[src/rtl/uart_pkg.sv]
// Shared definitions for the Wishbone UART receiver: register map, bit
// positions and receive FSM states.
package uart_pkg;

  localparam logic [1:0] REG_RXDATA = 2'd0;
  localparam logic [1:0] REG_STATUS = 2'd1;
  localparam logic [1:0] REG_CTRL   = 2'd2;
  localparam logic [1:0] REG_RSVD   = 2'd3;

  localparam int unsigned ST_NE_BIT   = 0;
  localparam int unsigned ST_FULL_BIT = 1;
  localparam int unsigned ST_OVR_BIT  = 2;
  localparam int unsigned ST_FE_BIT   = 3;
  localparam int unsigned ST_CNT_LSB  = 8;

  localparam int unsigned CTRL_EN_BIT    = 0;
  localparam int unsigned CTRL_IRQEN_BIT = 1;

  typedef enum logic [2:0] {
    RX_IDLE  = 3'd0,
    RX_START = 3'd1,
    RX_DATA  = 3'd2,
    RX_STOP  = 3'd3,
    RX_BREAK = 3'd4
  } rx_state_e;

endpackage

[src/rtl/wb_uart_rx_if.sv]
// Wishbone classic slave bus bundle used by the UART receiver register block.
interface wb_uart_rx_if;
  logic [3:0]  adr;
  logic [31:0] dat_w;
  logic [3:0]  sel;
  logic        we;
  logic        cyc;
  logic        stb;
  logic [31:0] dat_r;
  logic        ack;

  modport master (output adr, dat_w, sel, we, cyc, stb, input dat_r, ack);
  modport slave  (input adr, dat_w, sel, we, cyc, stb, output dat_r, ack);
endinterface

[src/rtl/sync_fifo.sv]
// Single-clock FIFO; a push into a full FIFO is accepted when a pop happens
// in the same cycle.
module sync_fifo #(
  parameter int unsigned WIDTH = 8,
  parameter int unsigned DEPTH = 16
) (
  input  logic                     clk_i,
  input  logic                     rst_ni,
  input  logic                     push_i,
  input  logic [WIDTH-1:0]         data_i,
  input  logic                     pop_i,
  output logic [WIDTH-1:0]         data_o,
  output logic                     full_o,
  output logic                     empty_o,
  output logic [$clog2(DEPTH):0]   count_o
);

  localparam int unsigned AW = $clog2(DEPTH);

  logic [WIDTH-1:0] mem_q [DEPTH];
  logic [AW-1:0]    wr_q, rd_q;
  logic [AW:0]      cnt_q;
  logic             do_push, do_pop;

  assign empty_o = (cnt_q == '0);
  assign full_o  = (cnt_q == (AW+1)'(DEPTH));
  assign count_o = cnt_q;
  assign data_o  = mem_q[rd_q];
  assign do_pop  = pop_i && !empty_o;
  assign do_push = push_i && (!full_o || do_pop);

  always_ff @(posedge clk_i) begin
    if (do_push) mem_q[wr_q] <= data_i;
  end

  always_ff @(posedge clk_i or negedge rst_ni) begin
    if (!rst_ni) begin
      wr_q  <= '0;
      rd_q  <= '0;
      cnt_q <= '0;
    end else begin
      if (do_push) wr_q <= wr_q + AW'(1);
      if (do_pop)  rd_q <= rd_q + AW'(1);
      case ({do_push, do_pop})
        2'b10:   cnt_q <= cnt_q + (AW+1)'(1);
        2'b01:   cnt_q <= cnt_q - (AW+1)'(1);
        default: cnt_q <= cnt_q;
      endcase
    end
  end

endmodule

[src/rtl/wb_uart_rx.sv]
// 16x-oversampling UART receiver (8N1) with RX FIFO, sticky error flags and
// a Wishbone classic register interface.
module wb_uart_rx
  import uart_pkg::*;
#(
  parameter int unsigned BAUD_DIV   = 13,
  parameter int unsigned FIFO_DEPTH = 16
) (
  input  logic        wb_clk,
  input  logic        wb_rst_n,
  input  logic [3:0]  wb_adr_i,
  input  logic [31:0] wb_dat_i,
  input  logic [3:0]  wb_sel_i,
  input  logic        wb_we_i,
  input  logic        wb_cyc_i,
  input  logic        wb_stb_i,
  output logic [31:0] wb_dat_o,
  output logic        wb_ack_o,
  input  logic        uart_rx,
  output logic        irq_o
);

  localparam int unsigned DIV_W = (BAUD_DIV > 1) ? $clog2(BAUD_DIV) : 1;
  localparam int unsigned CNT_W = $clog2(FIFO_DEPTH) + 1;

  wb_uart_rx_if bus ();

  assign bus.adr   = wb_adr_i;
  assign bus.dat_w = wb_dat_i;
  assign bus.sel   = wb_sel_i;
  assign bus.we    = wb_we_i;
  assign bus.cyc   = wb_cyc_i;
  assign bus.stb   = wb_stb_i;
  assign wb_dat_o  = bus.dat_r;
  assign wb_ack_o  = bus.ack;

  logic unused_bits;
  assign unused_bits = ^{bus.adr[1:0], bus.sel[3:1], bus.dat_w[31:4]};

  logic rx_meta_q, rx_q;
  always_ff @(posedge wb_clk or negedge wb_rst_n) begin
    if (!wb_rst_n) begin
      rx_meta_q <= 1'b1;
      rx_q      <= 1'b1;
    end else begin
      rx_meta_q <= uart_rx;
      rx_q      <= rx_meta_q;
    end
  end

  logic [DIV_W-1:0] div_q;
  logic             tick;
  assign tick = (div_q == DIV_W'(BAUD_DIV - 1));

  always_ff @(posedge wb_clk or negedge wb_rst_n) begin
    if (!wb_rst_n) div_q <= '0;
    else           div_q <= tick ? '0 : div_q + DIV_W'(1);
  end

  logic en_q, irq_en_q;

  rx_state_e  state_q;
  logic [3:0] smp_q;
  logic [2:0] bit_q;
  logic [7:0] shift_q;
  logic       push_q, fe_set_q;

  // Clearing en overrides every state so an in-flight frame is dropped silently.
  always_ff @(posedge wb_clk or negedge wb_rst_n) begin
    if (!wb_rst_n) begin
      state_q  <= RX_IDLE;
      smp_q    <= '0;
      bit_q    <= '0;
      shift_q  <= '0;
      push_q   <= 1'b0;
      fe_set_q <= 1'b0;
    end else begin
      push_q   <= 1'b0;
      fe_set_q <= 1'b0;
      if (!en_q) begin
        state_q <= RX_IDLE;
      end else begin
        case (state_q)
          RX_IDLE: begin
            if (!rx_q) begin
              state_q <= RX_START;
              smp_q   <= '0;
            end
          end
          RX_START: begin
            if (tick) begin
              smp_q <= smp_q + 4'd1;
              if (smp_q == 4'd7) begin
                smp_q   <= '0;
                bit_q   <= '0;
                state_q <= rx_q ? RX_IDLE : RX_DATA;
              end
            end
          end
          RX_DATA: begin
            if (tick) begin
              smp_q <= smp_q + 4'd1;
              if (smp_q == 4'd15) begin
                shift_q <= {rx_q, shift_q[7:1]};
                bit_q   <= bit_q + 3'd1;
                if (bit_q == 3'd7) state_q <= RX_STOP;
              end
            end
          end
          RX_STOP: begin
            if (tick) begin
              smp_q <= smp_q + 4'd1;
              if (smp_q == 4'd15) begin
                if (rx_q) begin
                  push_q  <= 1'b1;
                  state_q <= RX_IDLE;
                end else begin
                  fe_set_q <= 1'b1;
                  state_q  <= RX_BREAK;
                end
              end
            end
          end
          RX_BREAK: begin
            if (tick && rx_q) state_q <= RX_IDLE;
          end
          default: state_q <= RX_IDLE;
        endcase
      end
    end
  end

  logic             fifo_pop, fifo_full, fifo_empty;
  logic [7:0]       fifo_head;
  logic [CNT_W-1:0] fifo_cnt;

  sync_fifo #(
    .WIDTH (8),
    .DEPTH (FIFO_DEPTH)
  ) u_fifo (
    .clk_i   (wb_clk),
    .rst_ni  (wb_rst_n),
    .push_i  (push_q),
    .data_i  (shift_q),
    .pop_i   (fifo_pop),
    .data_o  (fifo_head),
    .full_o  (fifo_full),
    .empty_o (fifo_empty),
    .count_o (fifo_cnt)
  );

  logic        ack_q, pop_pend_q, ovr_q, fe_q, irq_q;
  logic [31:0] dat_q;
  logic        req, wr_ok, ovr_set, ovr_clr, fe_clr;
  logic [1:0]  reg_sel;
  logic [31:0] status_w, rd_data;

  assign req      = bus.cyc && bus.stb && !ack_q;
  assign reg_sel  = bus.adr[3:2];
  assign wr_ok    = req && bus.we && bus.sel[0];
  assign ovr_set  = push_q && fifo_full && !fifo_pop;
  assign ovr_clr  = wr_ok && (reg_sel == REG_STATUS) && bus.dat_w[ST_OVR_BIT];
  assign fe_clr   = wr_ok && (reg_sel == REG_STATUS) && bus.dat_w[ST_FE_BIT];
  assign fifo_pop = pop_pend_q;

  always_comb begin
    status_w                     = '0;
    status_w[ST_NE_BIT]          = !fifo_empty;
    status_w[ST_FULL_BIT]        = fifo_full;
    status_w[ST_OVR_BIT]         = ovr_q;
    status_w[ST_FE_BIT]          = fe_q;
    status_w[ST_CNT_LSB +: 8]    = 8'(fifo_cnt);
  end

  always_comb begin
    rd_data = '0;
    case (reg_sel)
      REG_RXDATA: if (!fifo_empty) rd_data[7:0] = fifo_head;
      REG_STATUS: rd_data = status_w;
      REG_CTRL: begin
        rd_data[CTRL_EN_BIT]    = en_q;
        rd_data[CTRL_IRQEN_BIT] = irq_en_q;
      end
      REG_RSVD: rd_data = '0;
      default:  rd_data = '0;
    endcase
  end

  // Head is captured at request time; the pop itself lands in the ack cycle.
  always_ff @(posedge wb_clk or negedge wb_rst_n) begin
    if (!wb_rst_n) begin
      ack_q      <= 1'b0;
      dat_q      <= '0;
      pop_pend_q <= 1'b0;
      en_q       <= 1'b0;
      irq_en_q   <= 1'b0;
      ovr_q      <= 1'b0;
      fe_q       <= 1'b0;
      irq_q      <= 1'b0;
    end else begin
      ack_q      <= req;
      dat_q      <= (req && !bus.we) ? rd_data : '0;
      pop_pend_q <= req && !bus.we && (reg_sel == REG_RXDATA) && !fifo_empty;
      if (wr_ok && (reg_sel == REG_CTRL)) begin
        en_q     <= bus.dat_w[CTRL_EN_BIT];
        irq_en_q <= bus.dat_w[CTRL_IRQEN_BIT];
      end
      ovr_q <= ovr_set  || (ovr_q && !ovr_clr);
      fe_q  <= fe_set_q || (fe_q && !fe_clr);
      irq_q <= irq_en_q && (!fifo_empty || ovr_q || fe_q);
    end
  end

  assign bus.dat_r = dat_q;
  assign bus.ack   = ack_q;
  assign irq_o     = irq_q;

endmodule

[config.mk]
export PLATFORM = sky130hd
export DESIGN_NAME = wb_uart_rx
export DESIGN_NICKNAME = d
export VERILOG_FILES = /design/src/rtl/uart_pkg.sv /design/src/rtl/wb_uart_rx_if.sv /design/src/rtl/sync_fifo.sv /design/src/rtl/wb_uart_rx.sv
export SDC_FILE = /design/constraint.sdc
export NUM_CORES = 1
export LEC_CHECK = 0
export ABC_CLOCK_PERIOD_IN_PS = 2300
export CORE_UTILIZATION = 51
export CTS_CLUSTER_SIZE = 24
export DETAILED_ROUTE_END_ITERATION = 8
export GPL_TIMING_DRIVEN = 1
export PLACE_DENSITY_LB_ADDON = 0.15
export SYNTH_ARGS = -nofsm -noshare
export SYNTH_HDL_FRONTEND = slang
export SYNTH_SLANG_ARGS = --single-unit
export TNS_END_PERCENT = 100
[constraint.sdc]
create_clock -name wb_clk -period 2.3 [get_ports wb_clk]
set_input_delay 0.46 -clock wb_clk [delete_from_list [all_inputs] [get_ports wb_clk]]
set_output_delay 0.46 -clock wb_clk [all_outputs]
set_load 0.1 [all_outputs]
; ---- Yosys cells after proc, flatten, opt, wreduce, memory -nomap -nowiden
; Memory sizes are Yosys's and may differ from the RTL's.
; Index checks and enable logic that the tools add are counted.
[totals]
output_inout_bits = 34
inputBits = 46
reg_bits = 78
wordCells = 141
romBits = 0
latch_bits = 0
ram_bits = 128
memories = 1
[memory_table]
columns = name, depth, word_bits, read_ports, rd_ports_with_merged_regs, write_ports, line
row1 = u_fifo.mem_q, 16, 8, 1, 0, 1, sync_fifo.sv:20  ; logic [WIDTH-1:0] mem_q [DEPTH];
[op_classes]
muxes = 42
bitwise_logic = 0
magnitude_cmp = 0
n_shift = 0
n_div = 0
reduce_logical = 42
n_addsub = 7
mul = 0
eq_ne = 29
[ops]
columns = cell, count
row1 = 3-bit 2-to-1 mux, 15
row2 = 32-bit 2-to-1 mux, 1
row3 = "3-bit != test, second input constant", 9
row4 = 4-bit 2-to-1 mux, 5
row5 = 1-bit logical AND, 19
row6 = "4-bit by 1-bit adder with 4-bit output, second input constant", 4
row7 = 3-bit one-hot mux with 5 select lines, 1
row8 = 1-bit 2-to-1 mux, 12
row9 = 4-bit one-hot mux with 3 select lines, 1
row10 = 6-bit one-hot mux with 2 select lines, 1
row11 = "2-bit != test, second input constant", 5
row12 = 5-bit one-hot mux with 2 select lines, 1
row13 = 9-bit AND reduction, 1
row14 = "4-bit == test, second input constant", 2
row15 = 8-bit 2-to-1 mux, 1
row16 = 2-bit one-hot mux with 4 select lines, 1
row17 = 1-bit zero test, 7
row18 = "2-bit == test, second input constant", 3
row19 = "3-bit by 2-bit == test with 1-bit output, second input constant", 2
row20 = "3-bit == test, second input constant", 2
row21 = 3-bit one-hot mux with 2 select lines, 1
row22 = 6-bit AND reduction, 1
row23 = "5-bit by 1-bit adder with 5-bit output, second input constant", 1
row24 = "5-bit == test, second input constant", 1
row25 = 17 further kinds, 23

; ---- Depth between registers and ports, before layout
; Gate-level depths: netlist of run 1.
[logic_depth]
ltp_word = 9
depth_mapped = 10
depth_no_buf = 9

; ---- Modules after synthesis
; A second synthesis of run 1 with hierarchy kept.
[hier_totals]
cells_unflattened = 487
area_unflattened_um2 = 7932.6
[modules_own_cells]
columns = module, seq_area_each_um2, cells_per_inst, n_inst, area_each_um2
row1 = sync_fifo, 4169.0, 301, 1, 5774.3
row2 = wb_uart_rx, 1153.6, 186, 1, 2158.3

; ---- Least setup slack after synthesis of run 1
; Ideal clock, no wire load.
[synth_timing]
path_kind = flip-flop to flip-flop
from = register u_fifo.cnt_q[1] (netlist: u_fifo.count_o[1])
to = register u_fifo.cnt_q[4] (netlist: u_fifo.count_o[4])
arrival_ns = 2.183
setup_ns = 0.077
path_buffers = 1
setup_slack_ns = 0.039
required_ns = 2.223
period_less_slack_ns = 2.261
stages_incl_launch_ff = 11
path_cell_list = dfrtp_1 > buf_6 > nor4_4 > a21oi_1 > xor2_1 > ha_1 > nor4_1 > nor2_1 > a211oi_1 > a21oi_1 > a21oi_1
[synth_via]
elab_chain_len = 7
word_cells_on_any_way = 13
cone_classes = add/sub: 2 / eq/ne: 3 / mux: 1 / reduce/logical: 7
[synth_rtl]
columns = element, line
row1 = from (decl), sync_fifo.sv:22  ; logic [AW:0] cnt_q;
row2 = from (signal assigned), sync_fifo.sv:45  ; 2'b10: cnt_q <= cnt_q + (AW+1)'(1);
row3 = from (signal assigned), sync_fifo.sv:46  ; 2'b01: cnt_q <= cnt_q - (AW+1)'(1);
row4 = from (signal assigned), sync_fifo.sv:47  ; default: cnt_q <= cnt_q;
row5 = 5-bit zero test, sync_fifo.sv:25  ; assign empty_o = (cnt_q == '0);
row6 = 1-bit zero test, sync_fifo.sv:29  ; assign do_pop = pop_i && !empty_o;
row7 = 1-bit logical AND, sync_fifo.sv:29
row8 = 1-bit logical OR, sync_fifo.sv:30  ; assign do_push = push_i && (!full_o || do_pop);
row9 = 1-bit logical AND, sync_fifo.sv:30
row10 = 2-bit by 1-bit == test with 1-bit output / 2-bit == test (equally long branches), sync_fifo.sv:44  ; case ({do_push, do_pop})
row11 = 5-bit one-hot mux with 2 select lines / 2-bit nonzero test (equally long branches), n/a
; Several ways; a longest one is shown, not always the timed one.
; A chain may end at the register's enable or synchronous reset.

; ---- Worst setup path in the final report of run 1
[layout_timing]
from = register u_fifo.cnt_q[3] (netlist: u_fifo.count_o[3])
to = register u_fifo.cnt_q[4] (netlist: u_fifo.count_o[4])
; The elaborated chain is that of the path after synthesis.

==> impl_metrics.yaml, run 1 <==
routing:
  vias: 4250
  drt_iter0_drc: 367
  dr.pass1.iters: 6
  vias_per_cell: 5.70
  ant_nets: 0
  drt-total-wl_mm: 14.8
  drc_errors: 0
  wire_per_inst_um: 19.8
critical_path:
  cp-start-kind: "register"
  ff2ff_setup_slack_ns: 0.19
  timing.rr.start: "u_fifo.count_o[3]"
  endpoint_kind: "register"
  path_class: "register to register"
  worstSetupEndpoint: "u_fifo.count_o[4]"
  critical_path_peak_fanout: 4
  critPathArrivalTime_ns: 2.46
  r2r-end: "u_fifo.count_o[4]"
  critical_path.startpoint: "u_fifo.count_o[3]"
  crit_required_ns: 2.65
  reg2reg_depth: 10
placement:
  globalplace.congestion: 0.763
  dp_hpwl_mm: 9.61
  portBuffers: 27
timing:
  period_needed_ns: 2.11
  maxSlewHeadroom_pct: 48.8
  report.final.slew_viol_count: 0
  rsz0062_at_grt: "no"
  fmax_mhz: 474
  finalSetupViolations: 0
  skew_ns: 0.00943
  worst_pin_slew_ns: 0.769
  hold_viol: 0
  setup_tns_ns: 0
  fin_crit_sh_pct: 91.8
power:
  power_leakage_uw: 0.00306
  clkPwrFrac_pct: 45.5
  p_int_uw: 5630
  p_seq_share_pct: 50.4
  p_per_area_nw_per_um2: 791
  p_comb_share_pct: 4.1
  worst_ir_drop_vdd_v: 0.000553
  swShare_pct: 21.5
  power_switching_uw: 1540
  total_power_uw: 7180
worst_hold_path:
  min_path_type: "input port to async pin"
global_route:
  grt_pass1_wl_mm: 23.6
  grt_antenna_before_repair: 0
  grt_usage_pct: 20.2
  grt.overflow.total: 0
  grt_pass1_vias: 4195
  grt_max_degree: 32
synthesis:
  synth_edf_count: 128
  synth_area_per_cell_sq_um: 15.9
  synth_seq_cells: 187
  synth.area.top_cells: "edfxtp_1 49%, dfrtp_1 18%, mux4_2 8.9%"
  synth_flop_cell: "edfxtp_1"
  yosysWarnings: 0
  ys_seq_area_share_pct: 67.9
  synth.distinct_cells: 53
  synth_area_sq_um: 7840
  synthCells: 492
  async_flop_share_pct: 31.6
  yosys.area.top_type: "edfxtp_1"
  synth_top_area_share_pct: 49.0
cts:
  cts_sinks: 187
  cts_htree_levels: 4
  ctsHoldBuffers: 0
  cts.path.max_buffers: 2
  clock_latency_ns: 0.43
  numCtsBuffers: 17
  path_clk_slew_ns: 0.07
  post_cts_buffers: 0
  cts_tree: "yes"
  cts-root-buf: "clkbuf_16"
floorplanning:
  rows: 44
  initial_core_util_pct: 53.1
  coreArea_sq_um: 14800
  dieArea_sq_um: 15900
  fp.dieH_um: 126
  die_x_um: 126
  ios: 80
final_layout:
  final_nets: 606
  drive_gt1_share_pct: 23.8
  antennaDiodeCount: 0
  area_growth_pct: 15.7
  final_util_pct: 61.5
status:
  outcome: "complete, no violations"
flow_run:
  maxCapViolCount: 0
-- sequential cells by signal (all words and copies together) (netlist names), 3 cells and up --
signal,flops
u_fifo.mem_q,128
wb_dat_o,13
shift_q,8
u_fifo.count_o,5
div_q,4
smp_q,4
u_fifo.rd_q,4
u_fifo.wr_q,4
bit_q,3
state_q,3
-- per-layer routing --
layer / GRT usage (%) / part of all wire (%) / wire length, um
met5: 0 / 0 / 0
met4: 7.51 / 1.6 / 231
met1: 28.8 / 46 / 6810
met3: 3.36 / 3.7 / 547
met2: 31.8 / 49 / 7170
-- power by group through the flow --
stage          Combinational (uW)  Clock [uW]  Sequential (uW)
5_1_grt                       314        3440             3620
4_1_cts                       298        3290             3620
3_5_place_dp                  297           0             3690
6_report                      296        3260             3620
2_1_floorplan                 227           0             3700
3_3_place_gp                  292           0             3690
-- placed cells by master, fill, tap and decap left out, types with 9 or more instances in the layout --
cell | Yosys | routed
nor2_1 | 13 | 13
a211oi_1 | 9 | 9
nand4_1 | 9 | 9
o21ai_0 | 10 | 10
and2_1 | 22 | 22
mux2_2 | 12 | 12
conb_1 | 1 | 19
clkdlybuf4s50_1 | 0 | 11
mux4_2 | 31 | 31
nand3_1 | 16 | 16
mux2i_1 | 10 | 10
ha_1 | 11 | 11
a21oi_1 | 10 | 10
edfxtp_1 | 128 | 128
dfrtp_1 | 57 | 56
inv_1 | 17 | 17
buf_4 | 21 | 47
clkbuf_16 | 0 | 17
nand2_1 | 17 | 17
-- metrics by stage --
stage	setup WS (ns)	cells	hold slack [ns]	cell area (sq um)
floorplan	0.0395	510	0.164	7910
global placement	0.203	714	0.347	8400
detailed placement	0.193	714	0.347	8400
CTS	0.182	746	0.122	9060
global route	0.0344	746	0.162	9070
finish	0.190	746	0.0953	9070
-- worst min path at each step --
stage	start	cells after the start	endpoint	slack, ns
after floorplan	wb_rst_n	0	bit_q[0]	0.16
after global placement	rx_meta_q	0	rx_q	0.35
after detailed placement	rx_meta_q	0	rx_q	0.35
after CTS	wb_rst_n	1	wb_dat_o[7]	0.12
after global routing	wb_rst_n	1	wb_dat_o[7]	0.16
final	wb_rst_n	1	wb_dat_o[7]	0.1
-- cell families after synthesis --
| family | Yosys count | share of synthesized area [%] |
|---|---|---|
| flip-flops | 187 | 67.9 |
| XOR/XNOR | 11 | 1.23 |
| buffers and inverters | 58 | 4.04 |
| AO/OA/AOI/OAI | 56 | 4.85 |
| adder cells (fa/ha/maj) | 11 | 1.76 |
| other | 1 | 0.0478 |
| AND/OR/NAND/NOR | 115 | 8.30 |
| multiplexers | 53 | 11.9 |
-- cell usage after synthesis, types with 10 or more instances --
| library cell | instances |
|---|---|
| nand3_1 | 16 |
| ha_1 | 11 |
| dfrtp_1 | 57 |
| buf_4 | 21 |
| nand2_1 | 17 |
| mux2i_1 | 10 |
| and2_1 | 22 |
| clkbuf_1 | 13 |
| edfxtp_1 | 128 |
| o21ai_0 | 10 |
| nor2_1 | 13 |
| a21oi_1 | 10 |
| inv_1 | 17 |
| mux2_2 | 12 |
| mux4_2 | 31 |
-- area by class of cell --
cell class / instances / area (sq um)
inverters: 17 / 63.8
repair buffers: 61 / 508
fillers: 1070 / 5690
clock buffers: 18 / 439
flip-flops and latches: 187 / 5320
multi-input cells: 265 / 2280
clock inverters: 14 / 228
well taps: 184 / 230
-- what timing repair did --
item | 4_1_cts | 5_1_grt
endpoints found under the hold margin | 0 | 0
endpoints found under the setup margin | 0 | 1
resized for setup | 0 | 1
-- worst max-delay path, cell delays in order, from the launching register on --
cell and delay (ns):
dfrtp_1 0.40, nor4_4 0.36, a21oi_1 0.16, xor2_1 0.16
ha_1 0.25, nor4_2 0.14, buf_4 0.17, nor2_1 0.04
a211oi_1 0.16, a21oi_1 0.06, a21oi_1 0.13
Power figures use the tool's default switching activity.
==> inputs of run 2 (changes only) <==
- SETUP_SLACK_MARGIN: default -> 0.3
==> impl_metrics.yaml, run 2 (synthesis gave the netlist of run 1 again) <==
critical_path:
  path_class: "register to register"
  crit_required_ns: 2.60
  endpoint_kind: "register"
  reg2reg_depth: 8
  crit_top_cell: "a21oi_1"
  worstSetupEndpoint: "u_fifo.count_o[4]"
  path_cells: "nand2b_2, a21oi_2, xor2_1, ha_2, nand4_1, o21bai_1, a21oi_1, a21oi_1"
  slowest_delay_ns: 0.46
  cp-start-kind: "register"
  critical_path.startpoint: "push_q"
  critPathArrivalTime_ns: 2.35
  r2r-end: "u_fifo.count_o[4]"
  timing.rr.start: "push_q"
  critical_path_peak_fanout: 9
  ff2ff_setup_slack_ns: 0.25
  crit_slowest_cell: "dfrtp_2"
timing:
  maxSlewHeadroom_pct: 48.3
  skew_ns: 0.00761
  hold_viol: 0
  rsz0062_at_grt: "yes"
  finalSetupViolations: 0
  setup_tns_ns: 0
  fmax_mhz: 488
  period_needed_ns: 2.05
  whs_ns: 0.359
  fin_crit_sh_pct: 89.1
  report.final.slew_viol_count: 0
  worst_pin_slew_ns: 0.776
final_layout:
  final_nets: 602
  largest_reg_flops: 128
  antennaDiodeCount: 0
  mostFrequentLayoutCells: "128 x edfxtp_1, 54 x dfrtp_1, 39 x buf_4, 31 x mux4_2, 19 x conb_1"
  final_common_cell: "edfxtp_1"
  final_util_pct: 61.2
  area_growth_pct: 15.2
  regMostFlops: "u_fifo.mem_q"
  drive_gt1_share_pct: 26.3
  final_cells: 742
power:
  total_power_uw: 6780
  p_int_uw: 5260
  power_leakage_uw: 0.00301
  swShare_pct: 22.5
  p_comb_share_pct: 4.6
  worst_ir_drop_vdd_v: 0.000531
  power_switching_uw: 1520
  p_seq_share_pct: 53.3
  p_per_area_nw_per_um2: 750
  clkPwrFrac_pct: 42.1
status:
  outcome: "complete, no violations"
global_route:
  grt_antenna_before_repair: 0
  grt_pass1_vias: 4320
  grt_max_degree: 50
  grt.overflow.total: 0
  grt_pass1_wl_mm: 24.0
  grt_usage_pct: 20.6
floorplanning:
  dieArea_sq_um: 15900
  rows: 44
  die_x_um: 126
  initial_core_util_pct: 53.1
  fp.dieH_um: 126
  ios: 80
  coreArea_sq_um: 14800
placement:
  dp_hpwl_mm: 9.66
  globalplace.congestion: 0.763
  portBuffers: 27
  placed_cells: 706
flow_run:
  maxCapViolCount: 0
cts:
  cts-root-buf: "clkbuf_16"
  path_clk_slew_ns: 0.07
  cts_tree: "yes"
  clock_latency_ns: 0.43
  cts_htree_levels: 4
  cts.path.max_buffers: 2
  numCtsBuffers: 17
  cts_sinks: 187
routing:
  drc_errors: 0
  drt-total-wl_mm: 15.1
  dr.pass1.iters: 7
  ant_nets: 0
  vias_per_cell: 5.73
  drt_iter0_drc: 488
  vias: 4255
  wire_per_inst_um: 20.3
worst_hold_path:
  min_path_type: "register to register"
## run 2: power by group through the flow
stage	combinational [uW]	clock (uW)	sequential, uW
2_1_floorplan	227	0	3700
6_report	308	2850	3610
3_3_place_gp	304	0	3680
5_1_grt	329	3010	3620
3_5_place_dp	308	0	3680
4_1_cts	309	2890	3610
## run 2: stage by stage
stage / cell area (sq um) / setup slack [ns]
after global routing: 9030 / 0.148
after floorplan: 7930 / 0.253
after CTS: 9010 / 0.264
after detailed placement: 8370 / 0.144
after global placement: 8370 / 0.191
final: 9030 / 0.250
## run 2: worst min path at each step
stage	end	from	cells past startpoint	slack, ns
after floorplan	bit_q[0]	wb_rst_n	0	0.16
after global placement	rx_q	rx_meta_q	0	0.35
after detailed placement	rx_q	rx_meta_q	0	0.35
after CTS	rx_q	rx_meta_q	0	0.36
after global routing	rx_q	rx_meta_q	0	0.36
final	rx_q	rx_meta_q	0	0.36
## run 2: cell type report
class                   count  area, sq um
multi-input cells         265         2320
repair buffers             57          518
flip-flops and latches    187         5330
inverters                  17         63.8
clock buffers              18          429
well taps                 184          230
fillers                  1088         5720
clock inverters            14          141
## run 2: what timing repair did
action | 4_1_cts | 5_1_grt
setup buffers | 3 | 0
hold buffers | 1 | 0
setup endpoints to repair | 66 | 80
endpoints found under the hold margin | 10 | 0
resized for setup | 11 | 12
## run 2: layer usage
metal  vias up  global-route usage (%)  part of all wire, %
met1      2156                    29.2                   44
met3        16                    4.04                  5.7
met2       140                    32.2                   49
met4         0                    7.09                  1.4
li1       1943                       -                    -
met5         -                       0                    0
## run 2: critical path: cells and delay by family, from the launching register on
family	cells	cell delay (ns)
flops	1	0.46
simple gates	2	0.39
xor+xnor	1	0.20
fa+ha+maj	1	0.27
compound gates	4	0.59
